$ cat src/rtl/xbar_ch_req_buf.sv
// xbar_ch_req_buf: per-channel request input buffer in front of the cross bar.
// Accepts one request per cycle over a valid/allowIn handshake, queues it in
// a DEPTH-entry FIFO and presents the head as a line-aligned request with the
// byte offset carried separately.
// Optional feature macro: XBAR_CH_REQ_BUF_BYPASS_EN. When defined, a request
// arriving at an empty buffer is presented in the same cycle. If the arbiter
// takes it, it is never written to the FIFO.
module xbar_ch_req_buf #(
  parameter int CH_ID = 0,
  parameter int DEPTH = 4,
  parameter int PTR_W = $clog2(DEPTH)
) (
  input  logic             clk,
  input  logic             rst_n,
  input  logic             mcash_req_valid_i,
  output logic             mcash_req_allowIn_o,
  input  logic [2:0]       mcash_req_op_i,
  input  logic [31:0]      mcash_req_addr_i,
  input  logic [63:0]      mcash_req_data_i,
  output logic             xbar_req_valid_o,
  input  logic             xbar_req_allowIn_i,
  output logic [1:0]       xbar_req_ch_o,
  output logic [2:0]       xbar_req_op_o,
  output logic [31:0]      xbar_req_addr_o,
  output logic [3:0]       xbar_req_offset_o,
  output logic [63:0]      xbar_req_data_o,
  output logic [PTR_W:0]   buf_cnt_o
);

  // Pointers carry an extra wrap bit so that full and empty can be told apart.
  logic [PTR_W:0] wr_ptr_q, wr_ptr_d;
  logic [PTR_W:0] rd_ptr_q, rd_ptr_d;
  logic           rdy_q;

  // Payload storage is not reset; the empty flag masks stale contents.
  logic [2:0]  op_mem   [DEPTH];
  logic [31:0] addr_mem [DEPTH];
  logic [63:0] data_mem [DEPTH];

  logic full, empty;
  logic push, pop_fifo, wr_en;
  logic byp_act, byp_take;

  logic [2:0]  head_op;
  logic [31:0] head_addr;
  logic [63:0] head_data;

  assign empty = (wr_ptr_q == rd_ptr_q);
  assign full  = (wr_ptr_q[PTR_W] != rd_ptr_q[PTR_W]) &&
                 (wr_ptr_q[PTR_W-1:0] == rd_ptr_q[PTR_W-1:0]);

  // Depends only on registered state, which keeps the arbiter's pop off this
  // path. The price is a one-cycle bubble when a pop happens while full.
  assign mcash_req_allowIn_o = rdy_q & ~full;
  assign push                = mcash_req_valid_i & mcash_req_allowIn_o;

`ifdef XBAR_CH_REQ_BUF_BYPASS_EN
  assign byp_act  = empty & push;
  assign byp_take = byp_act & xbar_req_allowIn_i;
`else
  assign byp_act  = 1'b0;
  assign byp_take = 1'b0;
`endif

  assign wr_en            = push & ~byp_take;
  assign pop_fifo         = ~empty & xbar_req_allowIn_i;
  assign xbar_req_valid_o = ~empty | byp_act;

  // Pointer next-state: advance on write and on FIFO pop, with natural wrap.
  always_comb begin
    wr_ptr_d = wr_ptr_q;
    rd_ptr_d = rd_ptr_q;
    if (wr_en)    wr_ptr_d = wr_ptr_q + 1'b1;
    if (pop_fifo) rd_ptr_d = rd_ptr_q + 1'b1;
  end

  // Control state: pointers and ready flag, cleared asynchronously.
  always_ff @(posedge clk or negedge rst_n) begin
    if (!rst_n) begin
      wr_ptr_q <= '0;
      rd_ptr_q <= '0;
      rdy_q    <= 1'b0;
    end else begin
      wr_ptr_q <= wr_ptr_d;
      rd_ptr_q <= rd_ptr_d;
      rdy_q    <= 1'b1;
    end
  end

  // Payload write at the write pointer. The address is stored unaligned.
  always_ff @(posedge clk) begin
    if (wr_en) begin
      op_mem[wr_ptr_q[PTR_W-1:0]]   <= mcash_req_op_i;
      addr_mem[wr_ptr_q[PTR_W-1:0]] <= mcash_req_addr_i;
      data_mem[wr_ptr_q[PTR_W-1:0]] <= mcash_req_data_i;
    end
  end

  // Head select: bypassed input, FIFO head, or zeros when nothing is valid.
  always_comb begin
    head_op   = '0;
    head_addr = '0;
    head_data = '0;
    if (byp_act) begin
      head_op   = mcash_req_op_i;
      head_addr = mcash_req_addr_i;
      head_data = mcash_req_data_i;
    end else if (!empty) begin
      head_op   = op_mem[rd_ptr_q[PTR_W-1:0]];
      head_addr = addr_mem[rd_ptr_q[PTR_W-1:0]];
      head_data = data_mem[rd_ptr_q[PTR_W-1:0]];
    end
  end

  assign xbar_req_ch_o     = 2'(CH_ID);
  assign xbar_req_op_o     = head_op;
  assign xbar_req_addr_o   = {head_addr[31:4], 4'b0000};
  assign xbar_req_offset_o = head_addr[3:0];
  assign xbar_req_data_o   = head_data;
  assign buf_cnt_o         = wr_ptr_q - rd_ptr_q;

endmodule

$ cat config.mk
export PLATFORM = sky130hd
export DESIGN_NAME = xbar_ch_req_buf
export DESIGN_NICKNAME = d
export VERILOG_FILES = /design/src/rtl/xbar_ch_req_buf.sv
export SDC_FILE = /design/constraint.sdc
export NUM_CORES = 1
export LEC_CHECK = 0
export BUFFER_PORTS_ARGS = -buffer_cell sky130_fd_sc_hd__clkbuf_2
export CORE_MARGIN = 2
export CORE_UTILIZATION = 62
export CTS_BUF_LIST = sky130_fd_sc_hd__clkbuf_2 sky130_fd_sc_hd__clkbuf_4 sky130_fd_sc_hd__clkbuf_8
export DETAILED_ROUTE_END_ITERATION = 12
export PLACE_DENSITY = 0.95
export SETUP_SLACK_MARGIN = 0.4
export SLEW_MARGIN = 20
export SYNTH_ARGS = -nofsm -noshare
export SYNTH_HDL_FRONTEND = slang
export SYNTH_SLANG_ARGS = --single-unit
$ cat constraint.sdc
create_clock -name clk -period 6.7 [get_ports clk]
set_input_delay 0.335 -clock clk [delete_from_list [all_inputs] [get_ports clk]]
set_output_delay 0.335 -clock clk [all_outputs]
set_load 0.05 [all_outputs]
==> flow_summary_export.csv, run 1 <==
group,metric,value,unit
status,status,"complete, no violations",
grt,grt-ovfl-total,0,
die,dieWidth,163,um
synthesis,syn_inst,679,
grt,grt_pass1_vias,8499,
synthesis,yosys_register_bits,403,
die,core_region_area,25000,sq um
sta,setup-violations-final,0,
sta,tightest_slew,0.977,ns
sta,finalCriticalPeriod,4.07,ns
clock_network,clkTransAtPathRegs,0.06,ns
clock_network,cts_buffers,57,
route,dr.pass1.iters,5,
setup_path,cp_max_fo,54,
die,die_height,163,um
clock_network,clk_latency,0.61,ns
setup_path,required,6.36,ns
route,via_per_inst,5.76,
route,ant_nets,0,
setup_path,timing.reg2reg.worst_path_depth,5,
setup_path,r2r_start,"rd_ptr_q[0]$_DFFE_PN0P_",
synthesis,synth_enable_flop_cells,396,
sta,period_share,60.8,%
setup_path,cp_cell_sequence,"buf_4 -> mux4_1 -> nor2b_1 -> clkbuf_2",
synthesis,synth_area,15600,sq um
finish,area_growth,21.7,%
grt,grt_max_degree,64,
clock_network,max-clock-path-buffers,3,
synthesis,synthDistinctLibCells,27,
setup_path,crit_path_end,"xbar_req_addr_o[7]",
placed_design,gp_congestion,0.745,
placed_design,port_buffers,206,
setup_path,start_kind,"flop",
die,start_util,62.6,%
synthesis,synth.largest_area_cell,"edfxtp_1",
finish,final_nets,1131,
placed_design,dp_hpwl,16600,um
route,num_vias,8025,
synthesis,synth_area_leaders,"edfxtp_1, mux4_2, mux4_1, nor2b_1, dfrtp_1",
setup_path,crit_buf_inv,2,
route,routed_wl,32400,um
clock_network,cts_hold_buf,101,
grt,grt_antenna_before_repair,2,
die,num_rows,58,
job,maxCapViolCount,0,
setup_path,cp.arrival,3.74,ns
die,ios,213,
sta,setup_tns,0,ns
synthesis,avgSynthCellArea,23.0,sq um
setup_path,r2r_slack,2.84,ns
sta,rsz0062_at_grt,"no",
route,drt_iter0_drc,741,
setup_path,slowest_delay,1.04,ns
finish,multi_input_area,3320,sq um
setup_path,r2r_end,"addr_mem[1][25]$_DFFE_PP_",
grt,grt_usage,25.0,%
clock_network,h-tree-depth,2,
synthesis,yosysSeqAreaShare,77.2,%
setup_path,end_kind,"output pin",
setup_path,cp_top_family,"buffers and inverters",
clock_network,post_cts_buffers,0,
route,drc,0,
clock_network,cts_root_buffer,"clkbuf_8",
synthesis,synth_warnings,0,
setup_path,critical_path_depth,4,
sta,finalMaxSlewViolations,0,
route,wl_per_cell,23.2,um
sta,slew_headroom,34.9,%
die,die_area,26500,sq um
grt,grt_pass1_wl,49100,um
sta,finalClockSkew,0.0385,ns
clock_network,cts_tree,"done",
synthesis,ys.flop_type,"edfxtp_1",
min_path,hold_class,"input pin to flop",
sta,clock.fmax,246,MHz
setup_path,critical_path.slowest_cell,"dfrtp_4",
clock_network,ctsResizeCount,0,
synthesis,synth_top_area_share,76.0,%
finish,regArea,12100,sq um
setup_path,critPathLaunch,"rd_ptr_q[0]$_DFFE_PN0P_",
setup_path,crit_type,"flop to output pin",
sta,hold_viol,0,
clock_network,clock-sinks,403,
synthesis,async_flop_share,1.74,%
finish,fillCellCount,1267,
finish,layout-drive-gt1-share,34.9,%
-- worst register-to-register path, stage by stage (launching register included) --
cell and delay [ns]:
dfrtp_4 1.04, ha_1 0.44, nand2_1 0.25, o211a_4 0.24, and2_4 0.66, buf_4 0.81
-- cells by family after synthesis --
family	count (synthesis)	synth area share (%)
AOI/OAI and AO/OA	8	0.368
xor gates and xnor gates	5	0.280
adders and majority gates	8	0.688
buffers and inverters	44	1.81
DFF	403	77.2
muxes	102	15.4
other	2	0.0480
and+or+nand+nor	107	4.24
-- Yosys cell counts, types with 4 or more instances --
cell / number
inv_1: 6
mux4_2: 61
mux4_1: 38
clkbuf_1: 11
buf_6: 11
dfrtp_1: 7
buf_4: 6
xnor2_1: 4
ha_1: 7
and2_1: 4
buf_2: 10
nor2b_1: 99
edfxtp_1: 396
-- per-stage QoR --
| step | cells | setup WS [ns] | utilization, % | hold slack, ns | instance area (sq um) |
|---|---|---|---|---|---|
| 2_1_floorplan | 684 | 2.45 | - | 0.0394 | 15700 |
| 3_3_place_gp | 1190 | 2.86 | 67.8 | 0.183 | 16900 |
| 3_5_place_dp | 1190 | 2.79 | 67.8 | 0.180 | 16900 |
| 4_1_cts | 1391 | 2.51 | 76.2 | 0.0514 | 19000 |
| 5_1_grt | 1393 | 2.36 | 76.2 | 0.119 | 19000 |
| 6_report | 1393 | 2.63 | 76.2 | 0.0979 | 19000 |
-- state kept, by name, summed over array words and instances (netlist names) --
| name | cells |
|---|---|
| wr_ptr_q | 3 |
| rd_ptr_q | 3 |
| op_mem | 12 |
| addr_mem | 128 |
| rdy_q | 1 |
| data_mem | 256 |
-- area by class of cell --
| cell class | count | area share [%] |
|---|---|---|
| flip-flops and latches | 403 | 63.4 |
| multi-input cells | 237 | 17.5 |
| repair buffers | 315 | 11.0 |
| clock buffers | 79 | 5.12 |
| well taps | 330 | 2.17 |
| clock inverters | 21 | 0.631 |
| inverters | 6 | 0.118 |
| diodes | 2 | 0.0263 |
-- layout by cell type (no fill, tap or decap), types with 5 or more instances in the layout --
| cell type | netlist | routed |
|---|---|---|
| edfxtp_1 | 396 | 396 |
| clkbuf_2 | 0 | 206 |
| dlygate4sd3_1 | 0 | 101 |
| nor2b_1 | 99 | 99 |
| mux4_2 | 61 | 61 |
| clkbuf_8 | 0 | 61 |
| mux4_1 | 38 | 38 |
| clkbuf_4 | 0 | 18 |
| clkinv_1 | 0 | 16 |
| buf_4 | 6 | 8 |
| ha_1 | 7 | 7 |
| conb_1 | 2 | 7 |
| inv_1 | 6 | 6 |
| dfrtp_1 | 7 | 5 |
-- per-layer routing --
metal | global-route usage, % | part of all wire [%] | wire length [um] | vias up
met5 | 0 | 0 | 0 | -
met4 | 8.77 | 2.8 | 896 | 0
met3 | 5.32 | 8.0 | 2600 | 71
met2 | 42.1 | 52 | 16900 | 438
met1 | 32.9 | 37 | 12000 | 4044
li1 | - | - | - | 3472
-- how the worst min path moves through the flow --
stage	start	end	slack (ns)	depth (start not counted)
3_3_place_gp	rst_n	rd_ptr_q[2]$_DFFE_PN0P_	0.18	1
4_1_cts	mcash_req_valid_i	wr_ptr_q[2]$_DFFE_PN0P_	0.05	3
3_5_place_dp	rst_n	rd_ptr_q[2]$_DFFE_PN0P_	0.18	1
6_report	mcash_req_valid_i	wr_ptr_q[2]$_DFFE_PN0P_	0.1	3
5_1_grt	mcash_req_valid_i	wr_ptr_q[2]$_DFFE_PN0P_	0.12	3
2_1_floorplan	rst_n	rd_ptr_q[0]$_DFFE_PN0P_	0.04	0
Power of run 1 is left out: the tool's default activity adds up to more than one toggle a clock period on the data nets, which glitch-free logic cannot reach.
==> run 2: changes to the inputs <==
- CORE_UTILIZATION: 62 -> 59
- PLACE_DENSITY: 0.95 -> 0.92
- clock period: 6.7 -> 4.1 ns (I/O delays scaled with it)
==> run 2 against run 1 <==
Clock skew shrank 0.020 ns; critical endpoint is now xbar_req_offset_o[0]; sequential cell count did not move; wire length down 2.4%; register-to-register slack worse by 1.5 ns.
==> flow_summary_export.csv, run 2 (same netlist as run 1, synthesis figures left out) <==
group,metric,value,unit
grt,grt_usage,23.3,%
clock_network,max-clock-path-buffers,3,
finish,area_growth,22.7,%
clock_network,cts_buffers,59,
die,die_height,167,um
status,status,"complete, no violations",
min_path,hold_depth,2,
finish,final_cell_mix,"edfxtp_1, clkbuf_2, dlygate4sd3_1",
clock_network,clock-sinks,403,
grt,grt_antenna_before_repair,0,
finish,final_nets,1140,
sta,tightest_slew,0.794,ns
placed_design,post-place-ws,1.16,ns
clock_network,cts_tree,"done",
sta,hold_viol,0,
clock_network,h-tree-depth,2,
finish,mostFrequentLayoutCell,"edfxtp_1",
setup_path,r2r_slack,1.32,ns
grt,grt-ovfl-total,0,
setup_path,end_kind,"output pin",
sta,setup_tns,0,ns
die,start_util,60.0,%
grt,grt_max_degree,102,
sta,clock.fmax,285,MHz
sta,finalCriticalPeriod,3.51,ns
placed_design,placed_cell_area,17100,sq um
grt,grt_pass1_vias,8689,
setup_path,crit_type,"flop to output pin",
route,dr.pass1.iters,5,
min_path,hold_class,"input pin to flop",
placed_design,gp_congestion,0.719,
die,num_rows,59,
sta,finalMaxSlewViolations,0,
clock_network,clk_latency,0.58,ns
sta,setup-violations-final,0,
route,wl_per_cell,22.5,um
route,num_vias,8016,
clock_network,clkTransAtPathRegs,0.07,ns
clock_network,cts_root_buffer,"clkbuf_8",
die,ios,213,
min_path,hold_path_end,"data_mem[0][54]$_DFFE_PP_",
job,maxCapViolCount,0,
route,routed_wl,31600,um
min_path,hold_path_startpoint,"mcash_req_data_i[54]",
die,dieWidth,167,um
setup_path,r2r_end,"addr_mem[0][3]$_DFFE_PP_",
die,die_area,27800,sq um
finish,largest_reg_flops,256,
route,ant_nets,0,
die,core_region_area,26100,sq um
placed_design,port_buffers,206,
setup_path,cp.arrival,3.30,ns
setup_path,cp_max_fo,56,
finish,layout-drive-gt1-share,35.2,%
route,drt_iter0_drc,648,
placed_design,dp_hpwl,17600,um
route,drc,0,
sta,worst_slack,0.591,ns
finish,fin_area,19200,sq um
clock_network,post_cts_buffers,0,
setup_path,required,3.89,ns
setup_path,r2r_start,"rd_ptr_q[1]$_DFFE_PN0P_",
clock_network,ctsResizeCount,0,
route,via_per_inst,5.70,
sta,slew_headroom,47.1,%
placed_design,dpl.cell_count,1200,
sta,period_share,85.6,%
setup_path,timing.reg2reg.worst_path_depth,6,
finish,fillCellCount,1400,
finish,stdcell_count,1407,
grt,grt_pass1_wl,49200,um
finish,antenna_cells,0,
sta,rsz0062_at_grt,"no",
setup_path,start_kind,"flop",
sta,finalClockSkew,0.0185,ns
## run 2: per-stage QoR
stage | hold slack [ns] | util [%]
floorplan | -0.0906 | -
global placement | 0.0543 | 65.5
global route | 0.351 | 73.6
finish | 0.378 | 73.6
detailed placement | 0.0586 | 65.5
CTS | 0.342 | 73.6
## run 2: cell type report
type	instances	area, sq um	share of cell area, %
tap	335	419	2.18
clock buffer	79	962	5.02
sequential	403	12100	62.9
multi-input combinational	237	3320	17.3
inverter	6	22.5	0.117
timing repair buffer	322	2270	11.8
clock inverter	25	110	0.574
## run 2: per-layer routing
metal / GRT usage [%] / vias to the layer above / wire length, um
met5: 0 / - / 0
met4: 6.93 / 0 / 769
met3: 4.99 / 63 / 1960
met2: 39.3 / 363 / 16400
met1: 31.1 / 4092 / 12500
li1: - / 3498 / -
## run 2: timing repair
| action | CTS | global route |
|---|---|---|
| endpoints found under the hold margin | 406 | 0 |
| hold buffers | 103 | 0 |
| setup endpoints to repair | 0 | 0 |
## run 2: how the worst max path moves through the flow
| stage | from | end | slack (ns) |
|---|---|---|---|
| detailed placement | rd_ptr_q[1]$_DFFE_PN0P_ | xbar_req_data_o[40] | 1.16 |
| global placement | rd_ptr_q[1]$_DFFE_PN0P_ | xbar_req_data_o[46] | 1.23 |
| CTS | rd_ptr_q[1]$_DFFE_PN0P_ | xbar_req_data_o[40] | 0.55 |
| finish | rd_ptr_q[1]$_DFFE_PN0P_ | xbar_req_offset_o[0] | 0.59 |
| global route | rd_ptr_q[1]$_DFFE_PN0P_ | xbar_req_offset_o[0] | 0.42 |
| floorplan | rd_ptr_q[1]$_DFFE_PN0P_ | addr_mem[0][0]$_DFFE_PP_ | 0.94 |
## run 2: worst max-delay path, stage by stage (launching register included)
cell and delay (ns):
dfrtp_4 0.60, buf_4 0.46, buf_4 0.72, mux4_1 0.45, nor2b_1 0.18, clkbuf_2 0.28
Power of run 2 is left out for the same reason.
